`config.mk`:
```
export PLATFORM = sky130hd
export DESIGN_NAME = axi_lite_regfile
export DESIGN_NICKNAME = d
export VERILOG_FILES = /design/src/rtl/axi_lite_regfile.sv
export SDC_FILE = /design/constraint.sdc
export NUM_CORES = 1
export LEC_CHECK = 0
export CAP_MARGIN = 20
export CORE_MARGIN = 2
export CORE_UTILIZATION = 25
export DETAILED_ROUTE_END_ITERATION = 6
export PLACE_DENSITY = 0.52
export SLEW_MARGIN = 0
export SYNTH_ARGS = -nofsm -noshare
export SYNTH_HDL_FRONTEND = slang
export SYNTH_SLANG_ARGS = --single-unit
```
`constraint.sdc`:
```
create_clock -name clk_i -period 4 [get_ports clk_i]
set_input_delay 0.8 -clock clk_i [delete_from_list [all_inputs] [get_ports clk_i]]
set_output_delay 0.8 -clock clk_i [all_outputs]
set_load 0.01 [all_outputs]
```
`src/rtl/axi_lite_regfile.sv`:
```
// axi_lite_regfile: AXI-Lite slave register bank with NUM_REGS 32-bit
// read/write registers, all exported in parallel on regs_o.
// Write path collects AW and W independently into one-deep slots, commits
// one cycle after both are held, then holds B until accepted. Read path is
// independent: one outstanding read, data captured at the AR handshake edge.
// Optional macro AXIL_REGFILE_ALIGN_CHECK_EN: when defined, an AW/AR address
// with addr[1:0] != 0 is treated as out of range (SLVERR).
// Valid/ready: a beat moves on a rising edge where valid & ack are both 1;
// the master keeps valid and payload stable until that edge.
module axi_lite_regfile #(
    parameter int unsigned NUM_REGS  = 8,
    parameter logic [31:0] BASE_ADDR = 32'h0000_0000
) (
    input  logic                     clk_i,
    input  logic                     rst_i,
    input  logic                     _slv_ep_aw_req_valid,
    input  logic [34:0]              _slv_ep_aw_req_0,
    output logic                     _slv_ep_aw_req_ack,
    input  logic                     _slv_ep_w_req_valid,
    input  logic [35:0]              _slv_ep_w_req_0,
    output logic                     _slv_ep_w_req_ack,
    output logic                     _slv_ep_b_resp_valid,
    output logic [1:0]               _slv_ep_b_resp_0,
    input  logic                     _slv_ep_b_resp_ack,
    input  logic                     _slv_ep_ar_req_valid,
    input  logic [34:0]              _slv_ep_ar_req_0,
    output logic                     _slv_ep_ar_req_ack,
    output logic                     _slv_ep_r_resp_valid,
    output logic [33:0]              _slv_ep_r_resp_0,
    input  logic                     _slv_ep_r_resp_ack,
    output logic [NUM_REGS*32-1:0]   regs_o
);

    localparam int unsigned IW   = $clog2(NUM_REGS);
    localparam logic [31:0] SPAN = 32'(NUM_REGS * 4);
    localparam logic [1:0]  RESP_OKAY   = 2'b00;
    localparam logic [1:0]  RESP_SLVERR = 2'b10;

    typedef enum logic {WR_IDLE, WR_RESP} wr_state_e;
    typedef enum logic {RD_IDLE, RD_RESP} rd_state_e;

    wr_state_e      wr_state_q, wr_state_d;
    rd_state_e      rd_state_q, rd_state_d;
    logic           live_q;
    logic           aw_full_q, w_full_q;
    logic [31:0]    aw_addr_q;
    logic [31:0]    w_data_q;
    logic [3:0]     w_strb_q;
    logic [1:0]     b_resp_q;
    logic [31:0]    r_data_q;
    logic [1:0]     r_resp_q;
    logic           commit;
    logic           aw_ack, w_ack, ar_ack;
    logic [31:0]    ar_addr;
    logic [31:0]    regs_q [NUM_REGS];
    logic           unused_prot;

    // prot is carried in the payload but has no effect on this bank
    assign unused_prot = ^{_slv_ep_aw_req_0[2:0], _slv_ep_ar_req_0[2:0]};
    assign ar_addr     = _slv_ep_ar_req_0[34:3];

    function automatic logic addr_ok(input logic [31:0] addr);
        logic [31:0] off;
        off     = addr - BASE_ADDR;
        addr_ok = (off < SPAN);
`ifdef AXIL_REGFILE_ALIGN_CHECK_EN
        if (addr[1:0] != 2'b00) addr_ok = 1'b0;
`endif
    endfunction

    function automatic logic [IW-1:0] addr_idx(input logic [31:0] addr);
        logic [31:0] off;
        off      = (addr - BASE_ADDR) >> 2;
        addr_idx = IW'(off);
    endfunction

    // live_q keeps every ack low throughout reset and raises it one cycle after release
    always_ff @(posedge clk_i) begin
        if (rst_i) live_q <= 1'b0;
        else       live_q <= 1'b1;
    end

    // FSM state registers for both paths
    always_ff @(posedge clk_i) begin
        if (rst_i) begin
            wr_state_q <= WR_IDLE;
            rd_state_q <= RD_IDLE;
        end else begin
            wr_state_q <= wr_state_d;
            rd_state_q <= rd_state_d;
        end
    end

    // Write FSM: slot acks while idle, commit once both slots hold a beat
    always_comb begin
        wr_state_d = wr_state_q;
        aw_ack     = 1'b0;
        w_ack      = 1'b0;
        commit     = 1'b0;
        case (wr_state_q)
            WR_IDLE: begin
                aw_ack = live_q & ~aw_full_q;
                w_ack  = live_q & ~w_full_q;
                if (aw_full_q && w_full_q) begin
                    commit     = 1'b1;
                    wr_state_d = WR_RESP;
                end
            end
            WR_RESP: if (_slv_ep_b_resp_ack) wr_state_d = WR_IDLE;
            default: wr_state_d = WR_IDLE;
        endcase
    end

    // Read FSM: accept AR while idle, hold R until accepted
    always_comb begin
        rd_state_d = rd_state_q;
        ar_ack     = 1'b0;
        case (rd_state_q)
            RD_IDLE: begin
                ar_ack = live_q;
                if (_slv_ep_ar_req_valid && live_q) rd_state_d = RD_RESP;
            end
            RD_RESP: if (_slv_ep_r_resp_ack) rd_state_d = RD_IDLE;
            default: rd_state_d = RD_IDLE;
        endcase
    end

    // AW/W holding slots and the B response code
    always_ff @(posedge clk_i) begin
        if (rst_i) begin
            aw_full_q <= 1'b0;
            w_full_q  <= 1'b0;
            aw_addr_q <= '0;
            w_data_q  <= '0;
            w_strb_q  <= '0;
            b_resp_q  <= '0;
        end else begin
            if (_slv_ep_aw_req_valid && aw_ack) begin
                aw_full_q <= 1'b1;
                aw_addr_q <= _slv_ep_aw_req_0[34:3];
            end
            if (_slv_ep_w_req_valid && w_ack) begin
                w_full_q <= 1'b1;
                w_data_q <= _slv_ep_w_req_0[35:4];
                w_strb_q <= _slv_ep_w_req_0[3:0];
            end
            if (commit) begin
                aw_full_q <= 1'b0;
                w_full_q  <= 1'b0;
                b_resp_q  <= addr_ok(aw_addr_q) ? RESP_OKAY : RESP_SLVERR;
            end
        end
    end

    // Register array: byte-strobed commit, out-of-range writes dropped
    always_ff @(posedge clk_i) begin
        if (rst_i) begin
            for (int i = 0; i < NUM_REGS; i++) regs_q[i] <= '0;
        end else if (commit && addr_ok(aw_addr_q)) begin
            for (int k = 0; k < 4; k++) begin
                if (w_strb_q[k]) regs_q[addr_idx(aw_addr_q)][8*k +: 8] <= w_data_q[8*k +: 8];
            end
        end
    end

    // R payload capture: pre-commit value, since regs_q updates on the same edge
    always_ff @(posedge clk_i) begin
        if (rst_i) begin
            r_data_q <= '0;
            r_resp_q <= '0;
        end else if (_slv_ep_ar_req_valid && ar_ack) begin
            if (addr_ok(ar_addr)) begin
                r_data_q <= regs_q[addr_idx(ar_addr)];
                r_resp_q <= RESP_OKAY;
            end else begin
                r_data_q <= '0;
                r_resp_q <= RESP_SLVERR;
            end
        end
    end

    // Parallel export of every register
    always_comb begin
        for (int i = 0; i < NUM_REGS; i++) regs_o[32*i +: 32] = regs_q[i];
    end

    assign _slv_ep_aw_req_ack   = aw_ack;
    assign _slv_ep_w_req_ack    = w_ack;
    assign _slv_ep_ar_req_ack   = ar_ack;
    assign _slv_ep_b_resp_valid = (wr_state_q == WR_RESP);
    assign _slv_ep_b_resp_0     = b_resp_q;
    assign _slv_ep_r_resp_valid = (rd_state_q == RD_RESP);
    assign _slv_ep_r_resp_0     = {r_data_q, r_resp_q};

endmodule
```
==> summary.md, run 1 <==
| Metric | Value |
|---|---|
| Status | complete, no violations |
| Unrepaired setup endpoints after global routing | false |
| HP Start | r_data_q[14] |
| Commonest non-fill, non-tap cell in the layout | clkdlybuf4s50_1 |
| Total core area | between 60000 and 70000 µm² |
| Overall power | around 0.0089 W |
| Clock skew | 0.0162 ns |
| Wire per inst | 23.6 µm |
| Worst hold slack | approximately 0.45 ns |
| Setup Fix Bufs, Post-CTS | 0 |
| Drt total wl | a little under 60000 µm |
| Die area | 64300 µm² |
| Number of synthesized flops with an enable pin | ~260 |
| Fin nets | about 1700 |
| Final slew viol count | 0 |
| Detailed-route via count | 11500 |
| Synth Instances | between 1000 and 1500 |
| Multi-input combinational cell area | ~5000 µm² |
| Area leader, netlist | edfxtp_1 |
| Syn. warnings | 0 |
| Commonest cells after routing, fill and taps aside | 393 x clkdlybuf4s50_1, 260 x nor2_1, 256 x edfxtp_1, 201 x nand2_1, 105 x dfxtp_1 |
| Setup WS post-layout | between 0.9 and 1 ns |
| Post-CTS Resized | 0 |
| First-pass GRT wire length | between 80000 and 90000 µm |
| Reg clk slew, reported paths | approximately 0.060 ns |
| Initial core utilization | 0.253 |
| FILL cells | 6189 |
| Max-cap violation count | 0 |
| DR iter-0 viols | between 800 and 900 |
| Worst-Skew Late Latency | about 0.56 ns |
| Root Buffer | clkbuf_16 |
| Buffers on Ports | between 300 and 400 |
| Final Non-Filler Cells | between 2000 and 2500 |
| DRC | 0 |
| Crit path from | live_q |
| HPWL Detailed | 40300 µm |
| Row count | 91 |
| Async SR Flop Fraction | 0 |
| Final setup viols | 0 |
| Hold Fails Final Rpt | 0 |
| Area contributors post-synth | edfxtp_1 49%, dfxtp_1 13%, mux4_1 8.4% |
| Power Density | 412 nW/µm² |
| Total global routing overflow | 0 |
| Required @ worst endpoint | roughly 3.2 ns |
| R2R Path Start | aw_addr_q[5] |
| Post-synthesis cell area | between 15000 and 20000 µm² |
| Period utilization | 0.752 |
| Gr usage total | 0.177 |
| Max Freq | between 300 and 400 MHz |
| Initial antenna violation count | 3 |
| Pre-Repair DR Iteration Count | 5 |
| Synth top area share | 0.493 |
| Place WS | approximately 1.1 ns |
| Worst Path Arrival | between 2 and 2.5 ns |
| Crit end category | primary output |
| Synth Register Bits | 361 |
| Fin crit period | 3.01 ns |
| Die X | approximately 250 µm |
| Clock buffer depth | 3 |
| Hold-fix buffers, CTS | 0 |
| Class of the worst hold path | reg2reg |
| Crit path max fanout | 4 |
| Worst setup SP type | register |
| H-tree levels | 2 |
| Synthesized area per cell | about 13 µm² |
| Layout cell share with drive strength beyond 1 | 0.0868 |
| Placed cell count | ~2400 |
| Worst slew pin tran | between 1 and 1.5 ns |
| Setup Crit Path Kind | reg2out |
| Main synth FF type | edfxtp_1 |
| ANT nets after route | 0 |
| Vias in the first global route | 11700 |
| TritonCTS clock tree | built |
| Routability cong. | 0.802 |
| Clock sink count | roughly 360 |
| CTS buffer count | 42 |
| Vias/cell | ~4.6 |
| Die span in y | between 200 and 300 µm |
| Setup TNS | 0 ns |
| Slew margin rel. | 0.244 |
| Register area | slightly below 10000 µm² |
| Part of the Yosys area used for sequential elements | 0.628 |
| Syn-to-layout area delta | 38.2% |
| Num ports | ~400 |
| Leakage | roughly 7.4 nW |
| Largest net degree at the start of global routing | 52 |
| Netlist cell types | 38 |
| Maximum vdd drop | 0.000242 V |
-- critical path, cell delays in order (launching register included) --
cell             delay [ns]
dfxtp_1                0.37
nor3b_1                0.58
clkdlybuf4s50_1        0.70
-- layout make-up --
cell class / instances / share of cell area
antenna: 1 / 0.000116
clock buffer: 58 / 0.0540
clock inverter: 19 / 0.00860
inverter: 2 / 0.000348
multi-input combinational: 779 / 0.237
sequential: 361 / 0.454
tap: 837 / 0.0486
timing repair buffer: 429 / 0.196
-- flip-flops by register name, indices dropped and copies added (netlist names), 4 cells and up --
| name | count |
|---|---|
| aw_addr_q | 30 |
| regs_q | 256 |
| w_data_q | 32 |
| r_data_q | 32 |
| w_strb_q | 4 |
-- cell usage after synthesis, types with 6 or more instances --
cell      number
nor2_1       260
edfxtp_1     256
nand2_1      203
dfxtp_1      105
a21oi_1       99
mux4_1        50
mux2i_1       32
or3_1         32
buf_6         29
clkbuf_1      28
buf_2         17
o21ai_0       17
a31o_2        16
mux4_2        14
nor2b_1       11
nor4_1        11
buf_4          7
buf_1          6
-- per-stage QoR --
step | util | cell area (µm²)
finish | 0.349 | 21500
global route | 0.349 | 21500
CTS | 0.348 | 21500
detailed placement | 0.327 | 20200
global placement | 0.327 | 20200
floorplan | - | 15600
-- kinds of logic (layout without fill, tap and decap cells) --
family	after synthesis	after routing	synth area share
DFF	361	361	0.628
other	1	3	0.000241
muxes	96	96	0.125
AOI/OAI and AO/OA	136	136	0.0485
buffers and inverters	95	508	0.0442
and+or+nand+nor	545	545	0.154
-- per-layer routing --
layer,wire (µm),track usage,part of all wire
met5,27,0,0.00046
met4,1910,0.0645,0.032
met2,28600,0.301,0.49
met1,23900,0.219,0.41
met3,4220,0.0415,0.072
-- power breakdown --
| part | switching (W) | internal, W |
|---|---|---|
| Clock | 0.00161 | 0.00224 |
| Combinational | 0.000414 | 0.000406 |
| Sequential | 0.0000884 | 0.00412 |
| Total | 0.00211 | 0.00677 |
-- worst paths after layout --
| check | to | slack (ns) | depth (start not counted) |
|---|---|---|---|
| max | _slv_ep_w_req_ack | 0.99 | 2 |
| min | r_data_q[14] | 0.45 | 2 |
| max reg2reg | regs_q[5][3] | 1.26 | 4 |
| min reg2reg | r_data_q[14] | 0.45 | 2 |
Note: power is estimated with default switching activity, not from simulation.
==> run 2, diff against run 1 <==
Clock period 4 ns to 2.99 ns, I/O delays scaled along.
==> summary.md, run 2 (synthesis gave the netlist of run 1 again) <==
| Metric | Value |
|---|---|
| Layout cell share with drive strength beyond 1 | 0.0998 |
| Overall power | about 0.012 W |
| Status | complete, no violations |
| Root Buffer | clkbuf_16 |
| Period utilization | 0.872 |
| Max-cap violation count | 0 |
| CTS buffer count | 42 |
| Reg2reg setup slack | 0.63 ns |
| Power Density | 547 nW/µm² |
| Initial core utilization | 0.253 |
| ANT nets after route | 0 |
| Setup TNS | 0 ns |
| H-tree levels | 2 |
| Die area | 64300 µm² |
| Worst hold slack | ~0.46 ns |
| Regs by FF count | regs_q (256), r_data_q (32), w_data_q (32) |
| Fin nets | between 1500 and 2000 |
| Crit path max fanout | 4 |
| Largest net degree at the start of global routing | 44 |
| Post-CTS Resized | 0 |
| Max FFs per register | about 260 |
| Num ports | between 400 and 500 |
| Routability cong. | around 0.8 |
| Final slew viol count | 0 |
| Die span in y | about 250 µm |
| Crit end category | primary output |
| Hold Fails Final Rpt | 0 |
| Total core area | a little over 60000 µm² |
| Setup WS post-layout | between 0.3 and 0.4 ns |
| Met3 routed WL | about 4200 µm |
| Class of the worst hold path | reg2reg |
| Vias in the first global route | 11800 |
| First-pass GRT wire length | around 83000 µm |
| Final setup viols | 0 |
| Met2 wire length | a little under 30000 µm |
| Initial antenna violation count | 5 |
| Maximum vdd drop | approximately 0.00035 V |
| Buffers on Ports | slightly below 400 |
| Drt total wl | about 59000 µm |
| Syn-to-layout area delta | 39.9% |
| Vias/cell | 4.68 |
| Worst setup SP type | register |
| Clock skew | about 0.027 ns |
| Worst slew pin tran | between 0.9 and 1 ns |
| Total global routing overflow | 0 |
| Setup Crit Path Kind | reg2out |
| Top Metal Used | met5 |
| Hold-fix buffers, CTS | 0 |
| TritonCTS clock tree | built |
| Wl on met1 | 23900 µm |
| Required @ worst endpoint | between 2 and 2.5 ns |
| Commonest non-fill, non-tap cell in the layout | clkdlybuf4s50_1 |
| Wire per inst | roughly 23 µm |
| Fin crit period | around 2.6 ns |
| FILL cells | just over 6000 |
| Slew margin rel. | 0.368 |
| Setup Fix Bufs, Post-CTS | 0 |
| Detailed-route via count | about 12000 |
| DR iter-0 viols | around 810 |
| Worst-Skew Late Latency | around 0.57 ns |
| HPWL Detailed | roughly 41000 µm |
| Unrepaired setup endpoints after global routing | false |
| DRC | 0 |
| Max Freq | 384 MHz |
| Die X | between 200 and 300 µm |
| Leakage | 7.55 nW |
| Commonest cells after routing, fill and taps aside | 393 x clkdlybuf4s50_1, 260 x nor2_1, 256 x edfxtp_1, 201 x nand2_1, 105 x dfxtp_1 |
| Clock sink count | about 360 |
| Gr usage total | 0.179 |
| Pre-Repair DR Iteration Count | 4 |
| Reg clk slew, reported paths | about 0.06 ns |
| Clock buffer depth | 3 |
| Row count | roughly 90 |
| Worst Path Arrival | 2.01 ns |
| Most flops, register | regs_q |
| Place WS | 0.439 ns |
| Utilization after layout | 0.353 |
## run 2: cell count changes in the layout (fill, tap and decap cells not counted), sizes merged
cell      change
clkinv        -1
bufinv        +1
clkinvlp      -1
clkbuf        +3
diode         +1
inv           -3
buf          +27
## run 2: worst paths after layout
path	from	to	depth (start not counted)
min reg2reg	r_data_q[1]	r_data_q[1]	2
max	live_q	_slv_ep_w_req_ack	2
min	r_data_q[1]	r_data_q[1]	2
max reg2reg	aw_addr_q[24]	regs_q[0][8]	5
## run 2: worst max-delay path, cell delays in order (launching register included)
cell             delay, ns
dfxtp_1               0.36
nor3b_1               0.45
clkdlybuf4s50_1       0.65
## run 2: metrics by stage
stage | area [µm²] | std cells
after floorplan | 15600 | 1235
after global placement | 20400 | 2435
after detailed placement | 20400 | 2435
after CTS | 21800 | 2511
after global routing | 21800 | 2512
final | 21800 | 2513
## run 2: layout make-up
| class | count | area, µm² | share of cell area |
|---|---|---|---|
| diodes | 2 | 5.00 | 0.000230 |
| flip-flops and latches | 361 | 9790 | 0.449 |
| multi-input cells | 779 | 5120 | 0.235 |
| inverters | 2 | 7.51 | 0.000344 |
| well taps | 837 | 1050 | 0.0480 |
| clock inverters | 15 | 189 | 0.00867 |
| repair buffers | 456 | 4480 | 0.205 |
| clock buffers | 61 | 1170 | 0.0538 |
## run 2: metal layers
layer / vias up / global-route usage
li1: 5265 / -
met1: 5890 / 0.225
met2: 490 / 0.305
met3: 111 / 0.0373
met4: 6 / 0.0664
met5: - / 0
## run 2: power by group
group	switching (W)	internal [W]	leakage, nW	total (W)
sequential	0.000118	0.00551	3.49	0.00563
combinational	0.000559	0.000560	3.39	0.00112
clock	0.00211	0.00307	0.664	0.00518
total	0.00279	0.00914	7.55	0.0119
==> run 3, diff against run 2 <==
Settings changed: SLEW_MARGIN 0 to 20.
==> results of run 3 <==
The final DEF is identical to that of run 2; final timing and power are the same.
